File: config.mk
export PLATFORM = sky130hd
export DESIGN_NAME = uart_rx_framed_flat
export DESIGN_NICKNAME = d
export VERILOG_FILES = /design/src/rtl/uart_rx_framed_if.sv /design/src/rtl/uart_rx_framed.sv /design/src/flat_wrapper.sv
export SDC_FILE = /design/constraint.sdc
export NUM_CORES = 1
export LEC_CHECK = 0
export ABC_AREA = 1
export BUFFER_PORTS_ARGS = -buffer_cell sky130_fd_sc_hd__buf_4
export CORE_MARGIN = 2
export CORE_UTILIZATION = 38
export CTS_CLUSTER_DIAMETER = 80
export CTS_CLUSTER_SIZE = 20
export DETAILED_ROUTE_END_ITERATION = 7
export PLACE_DENSITY = 0.63
export SYNTH_ARGS = -nofsm -noshare
export SYNTH_HDL_FRONTEND = slang
export SYNTH_SLANG_ARGS = --single-unit
export TNS_END_PERCENT = 100
File: constraint.sdc
create_clock -name clk_in -period 2.4 [get_ports clk_in]
set_input_delay 0.24 -clock clk_in [delete_from_list [all_inputs] [get_ports clk_in]]
set_output_delay 0.24 -clock clk_in [all_outputs]
set_load 0.005 [all_outputs]
File: src/rtl/uart_rx_framed_if.sv
// Receive-side handshake bundle: head-of-FIFO word with status flags, valid/ready, overrun pulse.
`timescale 1ns/1ps
interface uart_rx_framed_if #(
  parameter int DATA_BITS = 8
);
  logic                 ready_in;
  logic                 valid_out;
  logic [DATA_BITS-1:0] data_out;
  logic                 parity_err_out;
  logic                 frame_err_out;
  logic                 break_out;
  logic                 overrun_out;

  modport master (
    input  ready_in,
    output valid_out, data_out, parity_err_out, frame_err_out, break_out, overrun_out
  );

  modport slave (
    output ready_in,
    input  valid_out, data_out, parity_err_out, frame_err_out, break_out, overrun_out
  );
endinterface

File: src/rtl/uart_rx_framed.sv
// Parametrised UART receiver: mid-bit 3-sample majority vote, parity/framing/break detection,
// and a small FIFO of {break, frame_err, parity_err, data} words behind a valid/ready port.
`timescale 1ns/1ps
module uart_rx_framed #(
  parameter int INPUT_CLOCK_FREQ = 100_000_000,
  parameter int BAUD_RATE        = 9600,
  parameter int DATA_BITS        = 8,
  parameter int PARITY           = 0,
  parameter int STOP_BITS        = 1,
  parameter int FIFO_DEPTH       = 4
) (
  input  logic             clk_in,
  input  logic             rst_n_in,
  input  logic             rx_wire_in,
  uart_rx_framed_if.master rx_if
);

  localparam int PERIOD = INPUT_CLOCK_FREQ / BAUD_RATE;
  localparam int H      = PERIOD / 2;
  localparam int CNT_W  = $clog2(PERIOD + 1);
  localparam int BI_W   = $clog2(DATA_BITS + 1);
  localparam int AW     = $clog2(FIFO_DEPTH);
  localparam int PW     = AW + 1;
  localparam int EW     = DATA_BITS + 3;

  typedef enum logic [2:0] {
    S_IDLE,
    S_START,
    S_DATA,
    S_PARITY,
    S_STOP,
    S_BRK
  } state_t;

  state_t               state_q, state_d;
  logic                 sync1_q, sync1_d;
  logic                 rx_s_q, rx_s_d;
  logic                 rx_prev_q, rx_prev_d;
  logic [CNT_W-1:0]     cnt_q, cnt_d;
  logic                 samp_a_q, samp_a_d;
  logic                 samp_b_q, samp_b_d;
  logic [BI_W-1:0]      bit_idx_q, bit_idx_d;
  logic [DATA_BITS-1:0] shift_q, shift_d;
  logic                 par_bit_q, par_bit_d;
  logic                 stop1_q, stop1_d;
  logic                 stop_idx_q, stop_idx_d;
  logic [PW-1:0]        wptr_q, wptr_d;
  logic [PW-1:0]        rptr_q, rptr_d;
  logic [EW-1:0]        mem_q [FIFO_DEPTH];
  logic [EW-1:0]        mem_d [FIFO_DEPTH];
  logic                 overrun_q, overrun_d;

  logic          vote, at_vote, bit_end, last_stop, commit, first_stop;
  logic          brk, frame_err, parity_err;
  logic          empty, full, pop, push;
  logic [EW-1:0] entry, head;

  // State register (all sequential state, asynchronous reset)
  always_ff @(posedge clk_in or negedge rst_n_in) begin
    if (!rst_n_in) begin
      state_q    <= S_IDLE;
      sync1_q    <= 1'b1;
      rx_s_q     <= 1'b1;
      rx_prev_q  <= 1'b1;
      cnt_q      <= '0;
      samp_a_q   <= 1'b1;
      samp_b_q   <= 1'b1;
      bit_idx_q  <= '0;
      shift_q    <= '0;
      par_bit_q  <= 1'b0;
      stop1_q    <= 1'b1;
      stop_idx_q <= 1'b0;
      wptr_q     <= '0;
      rptr_q     <= '0;
      mem_q      <= '{default: '0};
      overrun_q  <= 1'b0;
    end else begin
      state_q    <= state_d;
      sync1_q    <= sync1_d;
      rx_s_q     <= rx_s_d;
      rx_prev_q  <= rx_prev_d;
      cnt_q      <= cnt_d;
      samp_a_q   <= samp_a_d;
      samp_b_q   <= samp_b_d;
      bit_idx_q  <= bit_idx_d;
      shift_q    <= shift_d;
      par_bit_q  <= par_bit_d;
      stop1_q    <= stop1_d;
      stop_idx_q <= stop_idx_d;
      wptr_q     <= wptr_d;
      rptr_q     <= rptr_d;
      mem_q      <= mem_d;
      overrun_q  <= overrun_d;
    end
  end

  // Bit-timing decode and frame status as seen at the final stop-bit vote
  always_comb begin
    vote       = (samp_a_q & samp_b_q) | (samp_a_q & rx_s_q) | (samp_b_q & rx_s_q);
    at_vote    = (cnt_q == CNT_W'(H + 1));
    bit_end    = (cnt_q == CNT_W'(PERIOD - 1));
    last_stop  = (stop_idx_q == 1'(STOP_BITS - 1));
    commit     = (state_q == S_STOP) && at_vote && last_stop;
    first_stop = (stop_idx_q == 1'b0) ? vote : stop1_q;
    brk        = (shift_q == '0) && ((PARITY == 0) || !par_bit_q) && !first_stop;
    frame_err  = !first_stop || !vote;
    parity_err = (PARITY != 0) && ((^shift_q ^ par_bit_q) != (PARITY == 1));
    entry      = {brk, frame_err, parity_err, shift_q};
  end

  // Next-state logic
  always_comb begin
    state_d = state_q;
    unique case (state_q)
      S_IDLE:   if (rx_prev_q && !rx_s_q) state_d = S_START;
      S_START: begin
        if (at_vote && vote) state_d = S_IDLE;
        else if (bit_end)    state_d = S_DATA;
      end
      S_DATA:   if (bit_end && (bit_idx_q == BI_W'(DATA_BITS)))
                  state_d = (PARITY != 0) ? S_PARITY : S_STOP;
      S_PARITY: if (bit_end) state_d = S_STOP;
      S_STOP:   if (commit) state_d = brk ? S_BRK : S_IDLE;
      S_BRK:    if (rx_s_q) state_d = S_IDLE;
      default:  state_d = S_IDLE;
    endcase
  end

  // Datapath: synchronizer, bit counter, samplers, shift register, FIFO
  always_comb begin
    sync1_d    = rx_wire_in;
    rx_s_d     = sync1_q;
    rx_prev_d  = rx_s_q;
    cnt_d      = ((state_q == S_IDLE) || (state_q == S_BRK) || bit_end) ? '0 : cnt_q + CNT_W'(1);
    samp_a_d   = (cnt_q == CNT_W'(H - 1)) ? rx_s_q : samp_a_q;
    samp_b_d   = (cnt_q == CNT_W'(H))     ? rx_s_q : samp_b_q;
    bit_idx_d  = bit_idx_q;
    shift_d    = shift_q;
    par_bit_d  = par_bit_q;
    stop1_d    = stop1_q;
    stop_idx_d = stop_idx_q;

    unique case (state_q)
      S_IDLE: begin
        bit_idx_d  = '0;
        stop_idx_d = 1'b0;
      end
      S_START: bit_idx_d = '0;
      S_DATA: if (at_vote) begin
        shift_d   = {vote, shift_q[DATA_BITS-1:1]};
        bit_idx_d = bit_idx_q + BI_W'(1);
      end
      S_PARITY: if (at_vote) par_bit_d = vote;
      S_STOP: begin
        if (at_vote && (stop_idx_q == 1'b0)) stop1_d = vote;
        if (bit_end) stop_idx_d = 1'b1;
      end
      default: ;
    endcase

    empty = (wptr_q == rptr_q);
    full  = (wptr_q[AW] != rptr_q[AW]) && (wptr_q[AW-1:0] == rptr_q[AW-1:0]);
    pop   = !empty && rx_if.ready_in;
    // A pop in the same cycle frees the slot, so a full FIFO still accepts the commit
    push      = commit && (!full || pop);
    overrun_d = commit && full && !pop;
    wptr_d    = wptr_q + (push ? PW'(1) : '0);
    rptr_d    = rptr_q + (pop  ? PW'(1) : '0);
    mem_d     = mem_q;
    if (push) mem_d[wptr_q[AW-1:0]] = entry;
  end

  // Output logic: registered FIFO head and overrun pulse
  always_comb begin
    head                 = mem_q[rptr_q[AW-1:0]];
    rx_if.valid_out      = !empty;
    rx_if.data_out       = head[DATA_BITS-1:0];
    rx_if.parity_err_out = head[DATA_BITS];
    rx_if.frame_err_out  = head[DATA_BITS+1];
    rx_if.break_out      = head[DATA_BITS+2];
    rx_if.overrun_out    = overrun_q;
  end

endmodule

File: src/flat_wrapper.sv
// flat-port wrapper written by rule: the top's interface ports become plain ports
module uart_rx_framed_flat 
#(
  parameter int INPUT_CLOCK_FREQ = 100_000_000,
  parameter int BAUD_RATE        = 9600,
  parameter int DATA_BITS        = 8,
  parameter int PARITY           = 0,
  parameter int STOP_BITS        = 1,
  parameter int FIFO_DEPTH       = 4
)
  (clk_in, rst_n_in, rx_wire_in, rx_if_ready_in, rx_if_valid_out, rx_if_data_out, rx_if_parity_err_out, rx_if_frame_err_out, rx_if_break_out, rx_if_overrun_out);
  uart_rx_framed_if #(.DATA_BITS(DATA_BITS)) rx_if_i ();
  input  logic clk_in;
  input  logic rst_n_in;
  input  logic rx_wire_in;
  input wire logic [$bits(rx_if_i.ready_in)-1:0] rx_if_ready_in;
  output wire logic [$bits(rx_if_i.valid_out)-1:0] rx_if_valid_out;
  output wire logic [$bits(rx_if_i.data_out)-1:0] rx_if_data_out;
  output wire logic [$bits(rx_if_i.parity_err_out)-1:0] rx_if_parity_err_out;
  output wire logic [$bits(rx_if_i.frame_err_out)-1:0] rx_if_frame_err_out;
  output wire logic [$bits(rx_if_i.break_out)-1:0] rx_if_break_out;
  output wire logic [$bits(rx_if_i.overrun_out)-1:0] rx_if_overrun_out;
  assign rx_if_i.ready_in = rx_if_ready_in;
  assign rx_if_valid_out = rx_if_i.valid_out;
  assign rx_if_data_out = rx_if_i.data_out;
  assign rx_if_parity_err_out = rx_if_i.parity_err_out;
  assign rx_if_frame_err_out = rx_if_i.frame_err_out;
  assign rx_if_break_out = rx_if_i.break_out;
  assign rx_if_overrun_out = rx_if_i.overrun_out;
  uart_rx_framed #(.INPUT_CLOCK_FREQ(INPUT_CLOCK_FREQ), .BAUD_RATE(BAUD_RATE), .DATA_BITS(DATA_BITS), .PARITY(PARITY), .STOP_BITS(STOP_BITS), .FIFO_DEPTH(FIFO_DEPTH)) u_core (.clk_in(clk_in), .rst_n_in(rst_n_in), .rx_wire_in(rx_wire_in), .rx_if(rx_if_i));
endmodule
== After elaboration in Yosys (flattened, before gate mapping) ==
Index checks and enable logic that the tools add are counted.
Word-level totals
  input bits: 4
  output and inout port bits: 13
  register bits after elaboration: 87
  word-level logic and storage cells: 110
Operators by class
  reduce and logical (&&, ||, !) cells: 33
  add/subtract/negate cells: 4
  bitwise gates (word level): 8
  equal/unequal tests: 21
  order comparisons: 3
  multiplexer cells: 23
Operators by type and width (count)
  bitwise mux 44 bit: 1
  == test 14 x 13 -> 1 bit, second input constant: 3
  two-way mux 11 bit: 3
  two-way mux 3 bit: 8
  binary-select mux 11 bit (select 2 bit): 1
  demux 11 bit (select 2 bit): 1
  case mux 3 bit (6 select lines): 1
  adder 14 x 1 -> 14 bit, second input constant: 1
  == test 14 bit, second input constant: 1
  two-way mux 14 bit: 1
  != test 2 x 1 -> 1 bit, second input constant: 7
  logical AND 1 bit: 13
  logical NOT 8 bit: 1
  case mux 4 bit (2 select lines): 1
  AND reduction 2 bit: 4
  adder 3 bit: 2
  == test 3 x 2 -> 1 bit, second input constant: 2
  == test 3 bit, second input constant: 2
  greater-or-equal comparator 3 bit, second input constant: 2
  logical NOT 1 bit: 6
  NOT 2 -> 3 bit: 2
  AND reduction 6 bit: 1
  adder 4 x 1 -> 4 bit, second input constant: 1
  == test 4 bit, second input constant: 1
  16 further kinds: 26

== Logic depth before layout (Yosys ltp) ==
  word-level depth: 9
  depth in mapped cells: 11
  mapped depth without buffers: 11

== Worst setup path before layout ==
No wires, ideal clock.
  kind: register to register
  start: reg u_core.cnt_q[1]
  end: reg u_core.wptr_q[2]
  buffers on the path: 0
  period minus slack after synthesis: 1.706 ns
  setup time: 0.079 ns
  setup slack: 0.694 ns
  required time: 2.321 ns
  data arrival time: 1.627 ns
  stages on the path, launching flop included: 12
  path through: dfrtp_1 -> inv_1 -> ha_1 -> nand3_1 -> nor2_4 -> nand2_4 -> inv_1 -> nand3_1 -> a21oi_1 -> ha_1 -> ha_1 -> xor2_1
Between the ends
  longest elaborated chain between the ends: 6
RTL lines
  start: declaration: RTL line uart_rx_framed.sv:39  | logic [CNT_W-1:0] cnt_q, cnt_d;
  start signal: assignment: RTL line uart_rx_framed.sv:82  | cnt_q <= cnt_d;
  == test 14 x 13 -> 1 bit: RTL line uart_rx_framed.sv:100  | at_vote = (cnt_q == CNT_W'(H + 1));
  logical AND 1 bit (2 in a row): RTL line uart_rx_framed.sv:103  | commit = (state_q == S_STOP) && at_vote && last_stop;
  logical AND 1 bit: RTL line uart_rx_framed.sv:165  | push = commit && (!full || pop);
  two-way mux 1 bit: RTL line uart_rx_framed.sv:167  | wptr_d = wptr_q + (push ? PW'(1) : '0);
  adder 3 bit: RTL line uart_rx_framed.sv:167
  named net u_core.wptr_d[2]: RTL line uart_rx_framed.sv:47  | logic [PW-1:0] wptr_q, wptr_d;
  end signal: assignment: RTL line uart_rx_framed.sv:90  | wptr_q <= wptr_d;
  end: declaration: RTL line uart_rx_framed.sv:47
The timed path passes the listed nets, and every way through them passes these cells.
A chain may end at the register's enable or synchronous reset.

== Final worst setup path ==
  start: reg u_core.rptr_q[0]
  end: out rx_if_data_out[0]
Between the ends
  longest elaborated chain between the ends: 4
RTL lines
  start: declaration: RTL line uart_rx_framed.sv:48  | logic [PW-1:0] rptr_q, rptr_d;
  start signal: assignment: RTL line uart_rx_framed.sv:91  | rptr_q <= rptr_d;
  NOT 2 -> 3 bit (implied by the code): RTL line uart_rx_framed.sv:175  | head = mem_q[rptr_q[AW-1:0]];
  binary-select mux 11 bit (select 2 bit): RTL line uart_rx_framed.sv:175
  two-way mux 11 bit (implied by the code) (2 in a row): RTL line uart_rx_framed.sv:175
  end: declaration: RTL line flat_wrapper.sv:18  | output wire logic [$bits(rx_if_i.data_out)-1:0] rx_if_data_out;
No other way between the ends. The select of a mux whose other input is x is not followed.

==> out/qor.yml <==
min_path:
  hold_path_class: "input port to flip-flop"
  min_to: "u_core.rptr_q[0]$_DFF_PN0_"
  hold_start: "rx_if_ready_in"
  hold_path_depth: 4
setup_path:
  setup.worst_path.class: "flip-flop to output port"
  r2r-start: "u_core.cnt_q[1]$_DFF_PN0_"
  worstSetupEndpointType: "output port"
  reg2reg_depth: 9
  crit_arrival_ps: 1990
  r2r_slack_ps: 340
  rr_endpoint: "u_core.mem_q[24]$_DFFE_PN0P_"
  cp.required_ps: 2160
  crit_path_start_kind: "flip-flop"
  critPathMaxFanout: 21
routing:
  vias: 3085
  wl_per_cell_um: 12.5
  drc: 0
  drt-pass1-iter-count: 4
  drt-total-wl_um: 7820
  vias_per_cell: 4.93
  detail-route-antenna-nets: 0
  drt-initial-drc-count: 144
clock_tree:
  numCtsBuffers: 9
  clock_sinks: 83
  cts_tree: "built"
  clock_path_buffers: 2
  clkTransAtPathRegs_ps: 100
  htreeDepth: 3
  clock_latency_ps: 350
  cts_resized: 0
  cts-root-buf: "clkbuf_8"
timing:
  setup_violations: 0
  maxSlewHeadroom: 0.594
  rsz0062_at_grt: "false"
  tightestPinTransition_ps: 609
  drv_slew: 0
  fmax_mhz: 448
  setup_ws_ps: 166
  setup_tns_ps: 0
  finalClockSkew_ps: 15.9
  hold_violations: 0
  timing.final.crit_period_ps: 2230
  fin_crit_sh: 0.931
synth:
  synth_commonest_cells: "nand2_1, dfrtp_1, nor2_1"
  synthCells: 470
  syn_area_um2: 4020
  synth_fp_nets: 483
  synth-xor-area-share: 0.0153
  synth-seq-cells: 83
  ys_types: 34
  synth-edff-count: 0
  synth_compound_area_frac: 0.132
  synth_top_area_frac: 0.479
  ys_seq_area_frac: 0.519
  synthAdderAreaFrac: 0.0280
  synth.most_common_cell: "nand2_1"
  synth_top_family_by_area: "simple AND/OR/NAND/NOR gates"
  synth_ff_type: "dfrtp_1"
  ys_warn_count: 0
  muxShareOfSynthArea: 0
  ys_top_cells_by_area: "dfrtp_1, nand2_1, nor2_1, o21ai_1, inv_1"
  synthSimpleGateAreaFrac: 0.230
  async_flop_share: 1.00
  yosysTopAreaCell: "dfrtp_1"
  syn_avg_cell_area_um2: 8.55
floorplanning:
  die_height_um: 107
  fp.dieW_um: 107
  die_area_um2: 11400
  rows: 37
  io_pins: 17
  initial_core_util: 0.391
  core_um2: 10300
finish:
  fill_cells: 1043
  multi_input_area_um2: 1630
  final_area_um2: 4440
  final_nets: 498
  register_area_um2: 2080
  drive_gt1_frac: 0.124
  final_cells: 626
  area_delta_synth_final_pct: 10.6
  antenna_cells: 0
  post-route-util: 0.432
flow_run:
  maxCapViolCount: 0
grt:
  grt.total_usage: 0.152
  grt_pass1_wl_um: 13800
  antenna_found_initial: 0
  grt_pass1_vias: 2924
  globalRouteOverflowTotal: 0
  grt_max_degree: 48
placed_design:
  dpl_cell_area_um2: 4220
  gp_congestion: 0.836
  dp_hpwl_um: 5440
  dp_cells: 608
  io_buffers: 15
  dp_slack_ps: 353
power:
  power_density_nw_per_um2: 830
  cellLeakagePower_nw: 2.01
  irDropWorstVdd_uv: 443
status:
  status: "finished clean"
[cell type report]
| class | instances | share of cell area |
|---|---|---|
| clock inverter | 6 | 0.0166 |
| sequential | 83 | 0.469 |
| clock buffer | 10 | 0.0287 |
| multi-input combinational | 322 | 0.367 |
| inverter | 48 | 0.0405 |
| tap | 136 | 0.0383 |
| timing repair buffer | 21 | 0.0394 |
[per-layer routing]
layer | track usage | part of all wire
met5 | 0 | 0
met4 | 0.0371 | 0.0068
met3 | 0.0383 | 0.034
met2 | 0.244 | 0.47
met1 | 0.206 | 0.49
[critical path: stages, from the launching register on]
cell and delay (ps):
dfrtp_1 420, buf_4 220, inv_1 470, o21ai_0 160, o22ai_1 200, buf_4 150
[per-stage QoR]
| stage | hold WS (ps) | power, mW |
|---|---|---|
| global route | 224 | 3.98 |
| detailed placement | 298 | 2.72 |
| finish | 204 | 3.69 |
| floorplan | -55.6 | 2.28 |
| global placement | 297 | 2.68 |
| CTS | 191 | 3.75 |
[power by group]
| part | internal (mW) | switching [mW] |
|---|---|---|
| Sequential | 1.48 | 0.0826 |
| Clock | 0.494 | 0.522 |
| Combinational | 0.439 | 0.674 |
| Total | 2.41 | 1.28 |
[cells by family after synthesis]
group                      Yosys count
adders and majority gates            9
other                                1
and+or+nand+nor                    207
DFF                                 83
xor gates and xnor gates             7
AOI/OAI and AO/OA                   98
buffers and inverters               65
[timing repair]
item | in CTS | in global routing
endpoints found under the hold margin | 42 | 0
hold buffers | 2 | 0
buffers inserted | 0 | 0
[worst max path at each step]
stage          cells past startpoint  slack (ps)                            to                       start
3_5_place_dp                       9         350  u_core.mem_q[24]$_DFFE_PN0P_   u_core.cnt_q[1]$_DFF_PN0_
2_1_floorplan                     11         690    u_core.wptr_q[2]$_DFF_PN0_   u_core.cnt_q[1]$_DFF_PN0_
3_3_place_gp                       9         380  u_core.mem_q[24]$_DFFE_PN0P_   u_core.cnt_q[1]$_DFF_PN0_
4_1_cts                            5         150             rx_if_data_out[0]  u_core.rptr_q[0]$_DFF_PN0_
6_report                           5         170             rx_if_data_out[0]  u_core.rptr_q[0]$_DFF_PN0_
5_1_grt                            5          20             rx_if_data_out[7]  u_core.rptr_q[0]$_DFF_PN0_
[registers in the layout, indices dropped and copies added, names as in the netlist, 3 cells and up]
name              count
u_core.shift_q        8
u_core.rptr_q         3
u_core.bit_idx_q      4
u_core.state_q        3
u_core.cnt_q         14
u_core.mem_q         40
u_core.wptr_q         3
[layout by cell type, fill, tap and decap left out, drive strengths merged]
cell type / Yosys / layout
nand2: 103 / 103
dfrtp: 77 / 77
o21ai: 72 / 72
nor2: 61 / 61
inv: 48 / 50
nand3: 22 / 22
buf: 10 / 19
nor3: 13 / 13
o22ai: 12 / 12
a21oi: 10 / 10
clkbuf: 7 / 10
ha: 9 / 9
xor2: 6 / 6
dfstp: 6 / 6
nand4: 3 / 3
o21bai: 2 / 2
nor3b: 2 / 2
nor4: 2 / 2
a31oi: 2 / 2
clkinvlp: 0 / 2
dlygate4sd3: 0 / 2
xnor2: 1 / 1
or2: 1 / 1
conb: 1 / 1
bufinv: 0 / 1
clkinv: 0 / 1
Note: power is estimated with default switching activity, not from simulation.
